==> src/rtl/lc3b_types.sv <==
// rtl/lc3b_types.sv - LC-3b shared types: opcodes, control word, register index
package lc3b_types;

    typedef logic [2:0] lc3b_reg;

    typedef enum logic [3:0] {
        op_br   = 4'b0000,
        op_add  = 4'b0001,
        op_ldb  = 4'b0010,
        op_stb  = 4'b0011,
        op_jsr  = 4'b0100,
        op_and  = 4'b0101,
        op_ldr  = 4'b0110,
        op_str  = 4'b0111,
        op_rti  = 4'b1000,
        op_not  = 4'b1001,
        op_ldi  = 4'b1010,
        op_sti  = 4'b1011,
        op_jmp  = 4'b1100,
        op_shf  = 4'b1101,
        op_lea  = 4'b1110,
        op_trap = 4'b1111
    } lc3b_opcode;

    typedef struct packed {
        lc3b_opcode  opcode;
        logic        load_regfile;
        logic        load_cc;
        logic        load_pc;
        logic        mem_read;
        logic        mem_write;
        logic [1:0]  mem_byte_enable;
    } lc3b_control_word;

    // Bubble muxes in the datapath select this word: a BR that never branches and writes nothing.
    localparam lc3b_control_word lc3b_nop_ctrl = '{
        opcode:          op_br,
        load_regfile:    1'b0,
        load_cc:         1'b0,
        load_pc:         1'b0,
        mem_read:        1'b0,
        mem_write:       1'b0,
        mem_byte_enable: 2'b11
    };

endpackage

==> src/rtl/lc3b_pipeline_ctrl_sat_counter.sv <==
// rtl/lc3b_pipeline_ctrl_sat_counter.sv - saturating up-counter with 0..3 increment
module sat_counter #(
    parameter int W = 16
) (
    input  logic         clk,
    input  logic         reset,
    input  logic [1:0]   inc,
    output logic [W-1:0] count
);

    logic [W-1:0] count_q;
    logic [W-1:0] count_d;
    logic [W:0]   sum;

    // One guard bit catches any overflow, including a +3 that crosses the maximum.
    assign sum     = {1'b0, count_q} + (W+1)'(inc);
    assign count_d = sum[W] ? {W{1'b1}} : sum[W-1:0];
    assign count   = count_q;

    always_ff @(posedge clk) begin
        if (reset) begin
            count_q <= '0;
        end else begin
            count_q <= count_d;
        end
    end

endmodule

==> src/rtl/lc3b_pipeline_ctrl.sv <==
// rtl/lc3b_pipeline_ctrl.sv - stall/flush sequencer for the five-stage LC-3b pipeline
module lc3b_pipeline_ctrl
    import lc3b_types::*;
#(
    parameter int CNT_W = 16
) (
    input  logic             clk,
    input  logic             reset,
    input  logic             imem_resp,
    output logic             imem_read,
    input  logic             mem_stage_read,
    input  logic             mem_stage_write,
    input  logic             dmem_resp,
    output logic             dmem_read,
    output logic             dmem_write,
    input  logic             ex_mem_read,
    input  logic             ex_load_regfile,
    input  lc3b_reg          ex_dest,
    input  lc3b_reg          id_src1,
    input  lc3b_reg          id_src2,
    input  logic             id_use1,
    input  logic             id_use2,
    input  logic             mem_branch_taken,
    output logic             load_pc,
    output logic             load_if_id,
    output logic             load_id_ex,
    output logic             load_ex_mem,
    output logic             load_mem_wb,
    output logic             bubble_if_id,
    output logic             bubble_id_ex,
    output logic             bubble_ex_mem,
    output logic [CNT_W-1:0] stall_cycles,
    output logic [CNT_W-1:0] bubble_count
);

    logic       i_done_q, i_done_d;
    logic       d_done_q, d_done_d;
    logic       i_ok, d_req, d_ok, advance, hz, fl;
    logic [1:0] stall_inc, bubble_inc;

    assign i_ok    = imem_resp | i_done_q;
    assign d_req   = mem_stage_read | mem_stage_write;
    assign d_ok    = ~d_req | dmem_resp | d_done_q;
    assign advance = i_ok & d_ok;
    assign fl      = mem_branch_taken & advance;
    assign hz      = ex_mem_read & ex_load_regfile &
                     ((id_use1 & (id_src1 == ex_dest)) | (id_use2 & (id_src2 == ex_dest)));

    always_comb begin
        load_pc       = 1'b0;
        load_if_id    = 1'b0;
        load_id_ex    = 1'b0;
        load_ex_mem   = 1'b0;
        load_mem_wb   = 1'b0;
        bubble_if_id  = 1'b0;
        bubble_id_ex  = 1'b0;
        bubble_ex_mem = 1'b0;
        imem_read     = 1'b0;
        dmem_read     = 1'b0;
        dmem_write    = 1'b0;
        stall_inc     = 2'd0;
        bubble_inc    = 2'd0;
        i_done_d      = 1'b0;
        d_done_d      = 1'b0;
        if (reset) begin
            // Push NOPs through the back half so no stale control word survives reset.
            load_id_ex    = 1'b1;
            load_ex_mem   = 1'b1;
            load_mem_wb   = 1'b1;
            bubble_id_ex  = 1'b1;
            bubble_ex_mem = 1'b1;
        end else begin
            imem_read  = ~i_done_q;
            dmem_read  = mem_stage_read & ~d_done_q;
            dmem_write = mem_stage_write & ~d_done_q;
            i_done_d   = advance ? 1'b0 : i_ok;
            d_done_d   = advance ? 1'b0 : (d_req & (dmem_resp | d_done_q));
            if (!advance) begin
                stall_inc = 2'd1;
            end else if (fl) begin
                load_pc       = 1'b1;
                load_if_id    = 1'b1;
                load_id_ex    = 1'b1;
                load_ex_mem   = 1'b1;
                load_mem_wb   = 1'b1;
                bubble_if_id  = 1'b1;
                bubble_id_ex  = 1'b1;
                bubble_ex_mem = 1'b1;
                bubble_inc    = 2'd3;
            end else if (hz) begin
                load_id_ex   = 1'b1;
                load_ex_mem  = 1'b1;
                load_mem_wb  = 1'b1;
                bubble_id_ex = 1'b1;
                bubble_inc   = 2'd1;
            end else begin
                load_pc     = 1'b1;
                load_if_id  = 1'b1;
                load_id_ex  = 1'b1;
                load_ex_mem = 1'b1;
                load_mem_wb = 1'b1;
            end
        end
    end

    always_ff @(posedge clk) begin
        if (reset) begin
            i_done_q <= 1'b0;
            d_done_q <= 1'b0;
        end else begin
            i_done_q <= i_done_d;
            d_done_q <= d_done_d;
        end
    end

    sat_counter #(.W(CNT_W)) u_stall_cnt (
        .clk   (clk),
        .reset (reset),
        .inc   (stall_inc),
        .count (stall_cycles)
    );

    sat_counter #(.W(CNT_W)) u_bubble_cnt (
        .clk   (clk),
        .reset (reset),
        .inc   (bubble_inc),
        .count (bubble_count)
    );

endmodule

==> config.mk <==
export PLATFORM = sky130hd
export DESIGN_NAME = lc3b_pipeline_ctrl
export DESIGN_NICKNAME = d
export VERILOG_FILES = /design/src/rtl/lc3b_types.sv /design/src/rtl/lc3b_pipeline_ctrl_sat_counter.sv /design/src/rtl/lc3b_pipeline_ctrl.sv
export SDC_FILE = /design/constraint.sdc
export NUM_CORES = 1
export LEC_CHECK = 0
export CAP_MARGIN = 20
export CORE_AREA = 10 10 79 81
export DETAILED_ROUTE_END_ITERATION = 10
export DIE_AREA = 0 0 89 91
export MAX_ROUTING_LAYER = met4
export PLACE_DENSITY = 0.71
export REMOVE_ABC_BUFFERS = 1
export SLEW_MARGIN = 15
export SYNTH_ARGS = -nofsm -noshare
export SYNTH_HDL_FRONTEND = slang
export SYNTH_SLANG_ARGS = --single-unit
export TNS_END_PERCENT = 5
==> constraint.sdc <==
create_clock -name clk -period 7.1 [get_ports clk]
set_input_delay 1.775 -clock clk [delete_from_list [all_inputs] [get_ports clk]]
set_output_delay 1.775 -clock clk [all_outputs]
set_load 0.05 [all_outputs]
==> flow_summary.json, run 1 <==
{
  "cts_setup_buffers": 0,
  "cts_buffers": 5,
  "dr.pass1.iters": 6,
  "syn_area_um2": 1850,
  "status": "finished clean",
  "antenna_found_initial": 0,
  "fillerInstances": 422,
  "grtUsageTotal_pct": 12.3,
  "synth_area_leaders": "dfxtp_1 37%, xnor2_1 8.5%, a21oi_1 6.2%",
  "avgRoutedWirePerCell_um": 14.5,
  "setup_viol": 0,
  "reg2reg_to": "u_bubble_cnt.count[14]",
  "crit_top_cell": "clkdlybuf4s50_1",
  "whs_endpoint": "i_done_q",
  "antenna_cells": 0,
  "layout_common_cells": "62 x clkdlybuf4s50_1, 34 x dfxtp_1, 23 x a21oi_1",
  "worstHoldStart": "i_done_q",
  "drive_above_1_share_pct": 6.41,
  "cts_buffer_depth": 2,
  "area_growth_pct": 40.9,
  "leakage_nw": 0.874,
  "reg2reg_from": "d_done_q",
  "hold_viol": 0,
  "drv_slew": 0,
  "clockRootBuffer": "clkbuf_8",
  "mostFrequentLayoutCell": "clkdlybuf4s50_1",
  "place.port_buffers": 62,
  "slowest_stage": "clkdlybuf4s50_1",
  "reg2reg_depth": 10,
  "yosys_warnings": 0,
  "crit_family": "buffers and inverters",
  "clock_latency_ps": 280,
  "endpoint_kind": "output port",
  "cts_resized": 0,
  "finalPower_mw": 0.439,
  "drc": 0,
  "cap_violations": 0,
  "setup_tns_ps": 0,
  "ys_types": 43,
  "drt_iter0_markers": 70,
  "vias": 1767,
  "ff_latch_area_um2": 681,
  "ys.flop_type": "dfxtp_1",
  "syn_area_per_cell_um2": 8.44,
  "path_class": "input port to output port",
  "grt_pass1_wl_um": 7960,
  "initial_core_util_pct": 39.7,
  "fin_hold_ws_ps": 508,
  "cts_tree": "yes",
  "routed_wl_um": 4870,
  "htree_levels": 2,
  "startpoint_type": "input port",
  "rsz0062_at_grt": "false",
  "min_path_type": "flop to flop",
  "clock-sinks": 34,
  "coreArea_um2": 4660,
  "power.density_nw_per_um2": 169,
  "tightest_slew_ps": 522,
  "holdPathStages": 2,
  "place_congestion": 0.839,
  "ant_nets": 0,
  "cp_slowest_stage_delay_ps": 860,
  "critPathBufInv": 2,
  "synth_top_area_cell": "dfxtp_1",
  "layout_worst_path_cycle_share_pct": 80.3,
  "multi_input_area_um2": 1080,
  "synthArstFlopShare_pct": 0,
  "crit_path_max_fanout": 4,
  "critPathRequiredTime_ps": 5330,
  "finalNetCount": 305,
  "hpwl_um": 3660,
  "max_freq_ghz": 0.175,
  "final.setup_skew_ps": 3.14,
  "die_x_um": 89,
  "dieArea_um2": 8100,
  "path_clk_slew_ps": 70,
  "peakVddDrop_mv": 0.0751,
  "cts_hold_buf": 0,
  "relSlewSlack_pct": 65.1,
  "pin_count": 63,
  "worst-r2r-setup-slack_ps": 4170,
  "die-height_um": 91,
  "vias_per_cell": 5.27,
  "period_minus_slack_ps": 5700,
  "ys_seq_area_share_pct": 36.8,
  "placedCellCount": 327,
  "utilization_pct": 55.9,
  "syn_inst": 219,
  "ys_ff_latch": 34,
  "fin_cells": 335,
  "arrival_ps": 3920,
  "synth_top_cell_area_share_pct": 36.8,
  "grt_pass1_vias": 1660,
  "rows": 25,
  "grt-ovfl-total": 0,
  "synth-edff-count": 0,
  "grt_start_max_net_pins": 39,
  "path_cells": "clkdlybuf4s50_1 > nor2_1 > o32a_1 > nor2b_1 > a21boi_0 > clkdlybuf4s50_1"
}
## registers in the layout, summed over array words and instances, names as in the netlist
name and flops:
u_stall_cnt.count 16, d_done_q 1, u_bubble_cnt.count 16, i_done_q 1
## routing by layer
layer	GRT usage [%]	share of wire [%]	vias up
li1	-	-	900
met2	18.5	45	53
met4	4.77	1.3	0
met5	-	0	-
met3	4.20	8.9	5
met1	14.7	45	809
## cell type report
| class | instances | share of cell area, % |
|---|---|---|
| Multi-Input combinational cell | 166 | 41.6 |
| Sequential cell | 34 | 26.1 |
| Timing Repair Buffer | 63 | 24.1 |
| Clock buffer | 7 | 2.93 |
| Tap cell | 54 | 2.59 |
| Inverter | 10 | 1.44 |
| Clock inverter | 1 | 1.15 |
## worst min-delay path: stages, from the launching register on
cell and delay (ps):
dfxtp_1 330, nor2_1 90, nor2_1 50
## stage by stage
stage	cell area, um2	worst slack, ps
after floorplan	1800	806
after global placement	2500	1450
after detailed placement	2500	1390
after CTS	2610	1390
after global routing	2610	1230
final	2610	1400
## kinds of logic after synthesis
group | share of synthesized area, %
adder cells (fa/ha/maj) | 3.79
buffers and inverters | 4.53
XOR/XNOR | 11.4
multiplexers | 0.609
AO/OA/AOI/OAI | 13.4
AND/OR/NAND/NOR | 29.5
flip-flops | 36.8
## synth_stat cells, drive strengths merged, types with 2 or more instances
| master | number |
|---|---|
| nand4 | 10 |
| dfxtp | 34 |
| and3 | 4 |
| ha | 4 |
| xor2 | 6 |
| buf | 4 |
| and2 | 2 |
| or3 | 3 |
| a31oi | 3 |
| nand2 | 15 |
| nor3 | 11 |
| nor3b | 4 |
| o21ai | 6 |
| a21oi | 23 |
| nand3 | 10 |
| nor2 | 21 |
| inv | 10 |
| nor2b | 3 |
| nor4 | 5 |
| clkbuf | 5 |
| or2 | 2 |
| and4 | 2 |
| a21o | 2 |
| xnor2 | 18 |
## worst max-delay path by stage
stage	startpoint	to	slack [ps]	depth (start not counted)
floorplan	mem_stage_write	load_if_id	810	4
global placement	mem_stage_write	load_if_id	1450	6
detailed placement	mem_stage_read	load_pc	1390	6
CTS	mem_stage_write	load_pc	1390	6
global route	mem_stage_write	load_pc	1230	6
finish	mem_stage_write	load_pc	1400	6
## where the power goes
group          internal, mW  switching (mW)
Combinational        0.0279          0.0397
Sequential            0.193         0.00214
Clock                 0.105          0.0711
(Power assumes the default switching activity.)
==> run 2: changes to the inputs <==
- PLACE_DENSITY: 0.71 -> 0.74
- clock period: 7.1 -> 5.2 ns (I/O delays scaled with it)
==> run 2 against run 1 <==
  * Setup slack got worse by 640 ps
  * Sequential cell count unchanged
  * Register-to-register slack got worse by 1900 ps
  * Critical path depth unchanged
  * Non-clock buffer count increased by 1
  * Final area increased by 0.91%
  * Largest cell class unchanged
  * Largest power group unchanged
==> flow_summary.json, run 2 (synthesized netlist as in run 1, its figures left out) <==
{
  "status": "finished clean",
  "slowest_stage": "a21boi_0",
  "htree_levels": 2,
  "antenna_found_initial": 0,
  "fin_cells": 336,
  "met2_usage_pct": 19.6,
  "die-height_um": 91,
  "critPathRequiredTime_ps": 3900,
  "placedCellCount": 328,
  "pin_count": 63,
  "setup_tns_ps": 0,
  "met3_usage_pct": 3.66,
  "avgRoutedWirePerCell_um": 14.3,
  "fillerInstances": 417,
  "tightest_slew_ps": 631,
  "rsz0062_at_grt": "false",
  "die_x_um": 89,
  "dr.pass1.iters": 4,
  "startpoint_type": "input port",
  "busiest_layer": "met2",
  "coreArea_um2": 4660,
  "rows": 25,
  "place_congestion": 0.865,
  "max_freq_ghz": 0.225,
  "setup_viol": 0,
  "area_growth_pct": 42.2,
  "cts_resized": 0,
  "path_cells": "clkdlybuf4s50_1 > nor2_1 > o32a_1 > nor2b_1 > a21boi_0 > buf_12",
  "routed_wl_um": 4800,
  "clock_latency_ps": 300,
  "grt_start_max_net_pins": 25,
  "cap_violations": 0,
  "cts_buffer_depth": 2,
  "hpwl_um": 3640,
  "arrival_ps": 3140,
  "place.port_buffers": 62,
  "clockRootBuffer": "clkbuf_8",
  "utilization_pct": 56.4,
  "vias_per_cell": 5.17,
  "dieArea_um2": 8100,
  "leakage_nw": 0.899,
  "grt-ovfl-total": 0,
  "cts_hold_buf": 0,
  "initial_core_util_pct": 39.7,
  "drv_slew": 0,
  "min_path_type": "flop to flop",
  "layout_worst_path_cycle_share_pct": 85.3,
  "vias": 1736,
  "cp_slowest_stage_delay_ps": 560,
  "clock-sinks": 34,
  "drc": 0,
  "period_minus_slack_ps": 4440,
  "cts_setup_buffers": 0,
  "crit_path_max_fanout": 4,
  "mostFrequentLayoutCell": "clkdlybuf4s50_1",
  "cts_buffers": 5,
  "path_clk_slew_ps": 80,
  "grt_pass1_wl_um": 7800,
  "path_class": "input port to output port",
  "layout_common_cells": "52 x clkdlybuf4s50_1, 34 x dfxtp_1, 23 x a21oi_1",
  "endpoint_kind": "output port",
  "antenna_cells": 0,
  "grt_pass1_vias": 1677,
  "critPathBufInv": 2,
  "grtUsageTotal_pct": 12.1,
  "drt_iter0_markers": 59,
  "crit_family": "compound AO/OA/AOI/OAI gates",
  "hold_viol": 0,
  "finalNetCount": 306,
  "final.setup_skew_ps": 9.50,
  "power.density_nw_per_um2": 231,
  "relSlewSlack_pct": 57.6,
  "drive_above_1_share_pct": 10.6,
  "ant_nets": 0,
  "cts_tree": "yes",
  "peakVddDrop_mv": 0.119,
  "use_met1_pct": 13.4
}
-- run 2: changes by cell type in the layout (fill, tap and decap cells not counted) --
cell,change
clkbuf_1,-1
buf_12,+3
clkdlybuf4s50_1,-10
clkinvlp_4,+1
buf_4,+8
-- run 2: layer usage --
metal | share of wire [%] | vias up
li1 | - | 894
met1 | 43 | 784
met2 | 47 | 50
met3 | 7.2 | 8
met4 | 2.3 | 0
met5 | 0 | -
-- run 2: path summary, 6_finish.rpt --
kind,slack (ps),cells after the start,start,to
max,760,6,mem_stage_write,load_pc
max reg2reg,2310,10,d_done_q,u_bubble_cnt.count[14]
min reg2reg,510,2,u_stall_cnt.count[15],u_stall_cnt.count[15]
min,510,2,u_stall_cnt.count[15],u_stall_cnt.count[15]
-- run 2: metrics by stage --
step	power [mW]	instance area, um2	hold slack [ps]	setup WS, ps
detailed placement	0.369	2520	495	748
global placement	0.368	2520	495	817
CTS	0.618	2630	505	749
floorplan	0.323	1800	467	-144
global route	0.631	2630	555	689
finish	0.608	2630	511	765
-- run 2: layout make-up --
type                       count  area [um2]  share of cell area (%)
sequential                    34         681                    25.9
clock buffer                   6        72.6                    2.76
tap                           54        67.6                    2.57
clock inverter                 2        37.5                    1.43
inverter                      10        37.5                    1.43
multi-input combinational    166        1080                    41.3
timing repair buffer          64         648                    24.7
-- run 2: where the power goes --
group,leakage [nW],internal [mW],switching [mW],total [mW]
registers,0.275,0.264,0.00300,0.267
clock network,0.0514,0.143,0.103,0.246
logic,0.573,0.0401,0.0547,0.0948
-- run 2: worst min-delay path, cell delays in order, from the launching register on --
cell	delay (ps)
dfxtp_1	330
o21ai_0	80
a21oi_1	60
==> run 3: changes to the inputs <==
- CAP_MARGIN: 20 -> 10
- CORE_AREA: 10 10 79 81 -> 8 8 77 79
- DIE_AREA: 0 0 89 91 -> 0 0 85 87
==> run 3 against run 2 <==
  * Setup slack better by 20 ps
  * Utilization is 2.4 points lower
  * Sequential cell count is the same
  * Clock skew decreased by 1.3 ps
  * Global-route usage increased by 1.0 points
  * Power is 0.58% lower
  * First-iteration DRC count up 27%
  * Clock-buffer cell count shrank 1
  * Final area decreased by 0.43%
  * Sequential share of layout area is 0.11 points higher
  * Critical endpoint is now load_if_id
  * Largest power group unchanged
==> flow_summary.json, run 3 (synthesized netlist as in run 1, its figures left out) <==
{
  "met2_usage_pct": 20.7,
  "critPathRequiredTime_ps": 3900,
  "stdcell_area_um2": 2620,
  "reg2reg_to": "u_bubble_cnt.count[14]",
  "drive_above_1_share_pct": 10.3,
  "antenna_cells": 0,
  "grt_pass1_wl_um": 7800,
  "rsz0062_at_grt": "false",
  "clockRootBuffer": "clkbuf_8",
  "die-height_um": 87,
  "dr.pass1.iters": 4,
  "busiest_layer": "met2",
  "grtUsageTotal_pct": 13.1,
  "min_path_type": "flop to flop",
  "reg2reg_depth": 10,
  "cts_tree": "yes",
  "grt_start_max_net_pins": 37,
  "place.port_buffers": 62,
  "rows": 26,
  "drt_iter0_markers": 75,
  "place_area_um2": 2500,
  "mostFrequentLayoutCell": "clkdlybuf4s50_1",
  "whs_endpoint": "i_done_q",
  "hpwl_um": 3450,
  "endpoint_kind": "output port",
  "vias_per_cell": 5.17,
  "setup_slack_ps": 785,
  "finalNetCount": 305,
  "arrival_ps": 3120,
  "area_growth_pct": 41.5,
  "fin_hold_ws_ps": 523,
  "layout_common_cells": "53 x clkdlybuf4s50_1, 34 x dfxtp_1, 23 x a21oi_1",
  "pin_count": 63,
  "startpoint_type": "input port",
  "clock-sinks": 34,
  "place_congestion": 0.809,
  "drv_slew": 0,
  "relSlewSlack_pct": 57.4,
  "met3_usage_pct": 4.62,
  "post-place-ws_ps": 760,
  "fin_cells": 337,
  "initial_core_util_pct": 38.2,
  "grt_pass1_vias": 1723,
  "die_x_um": 85,
  "layout_worst_path_cycle_share_pct": 84.9,
  "clock_latency_ps": 290,
  "cap_violations": 0,
  "setup_tns_ps": 0,
  "peakVddDrop_mv": 0.118,
  "dieArea_um2": 7400,
  "final.setup_skew_ps": 8.19,
  "cts_resized": 0,
  "worst-r2r-setup-slack_ps": 2260,
  "cts_buffer_depth": 2,
  "worstHoldStart": "i_done_q",
  "ant_nets": 0,
  "status": "finished clean",
  "coreArea_um2": 4850,
  "crit_path_max_fanout": 4,
  "avgRoutedWirePerCell_um": 13.7,
  "leakage_nw": 0.889,
  "htree_levels": 2,
  "cts_hold_buf": 0,
  "reg2reg_from": "d_done_q",
  "tightest_slew_ps": 634,
  "hold_viol": 0,
  "cts_buffers": 5,
  "path_clk_slew_ps": 80,
  "setup_viol": 0,
  "vias": 1742,
  "routed_wl_um": 4600,
  "max_freq_ghz": 0.226,
  "path_class": "input port to output port",
  "drc": 0,
  "period_minus_slack_ps": 4420,
  "power.density_nw_per_um2": 231,
  "antenna_found_initial": 0,
  "grt-ovfl-total": 0,
  "use_met1_pct": 15.1,
  "cts_setup_buffers": 0,
  "holdPathStages": 2,
  "placedCellCount": 329
}
## run 3: cell types whose count changed in the layout (fill, tap and decap cells not counted), sizes merged
cell and change:
clkdlybuf4s50 +1, buf -2, clkinvlp +1, clkbuf -1
## run 3: worst max-delay path by stage
stage                          from                      to  slack (ps)  cells after the start
detailed placement  mem_stage_write  u_bubble_cnt.count[14]         760                     12
CTS                 mem_stage_write              load_if_id         770                      6
floorplan           mem_stage_write              load_if_id        -140                      4
global placement    mem_stage_write              load_if_id         830                      6
global route        mem_stage_write              load_if_id         630                      6
finish              mem_stage_write              load_if_id         780                      6
## run 3: cell type report
class / count / area, um2
clock buffer: 5 / 68.8
clock inverter: 3 / 45.0
fill: 464 / 2230
inverter: 10 / 37.5
multi-input combinational: 166 / 1080
sequential: 34 / 681
tap: 56 / 70.1
timing repair buffer: 63 / 631
## run 3: routing by layer
layer | wire (um) | vias to the layer above
met4 | 66 | 0
li1 | - | 895
met1 | 2160 | 796
met3 | 308 | 5
met5 | 0 | -
met2 | 2070 | 46
## run 3: worst max-delay path, cell delays in order
cell and delay [ps]:
clkdlybuf4s50_1 420, nor2_1 160, o32a_1 220, nor2b_1 240, a21boi_0 560, buf_12 220
## run 3: through the flow
step,total power [mW],utilization (%)
finish,0.605,54.0
global placement,0.366,51.7
floorplan,0.323,-
detailed placement,0.367,51.7
global route,0.633,54.0
CTS,0.614,54.0
## run 3: power breakdown
group	switching [mW]	internal, mW
Sequential	0.00295	0.264
Combinational	0.0543	0.0391
Clock	0.102	0.143
Total	0.159	0.446
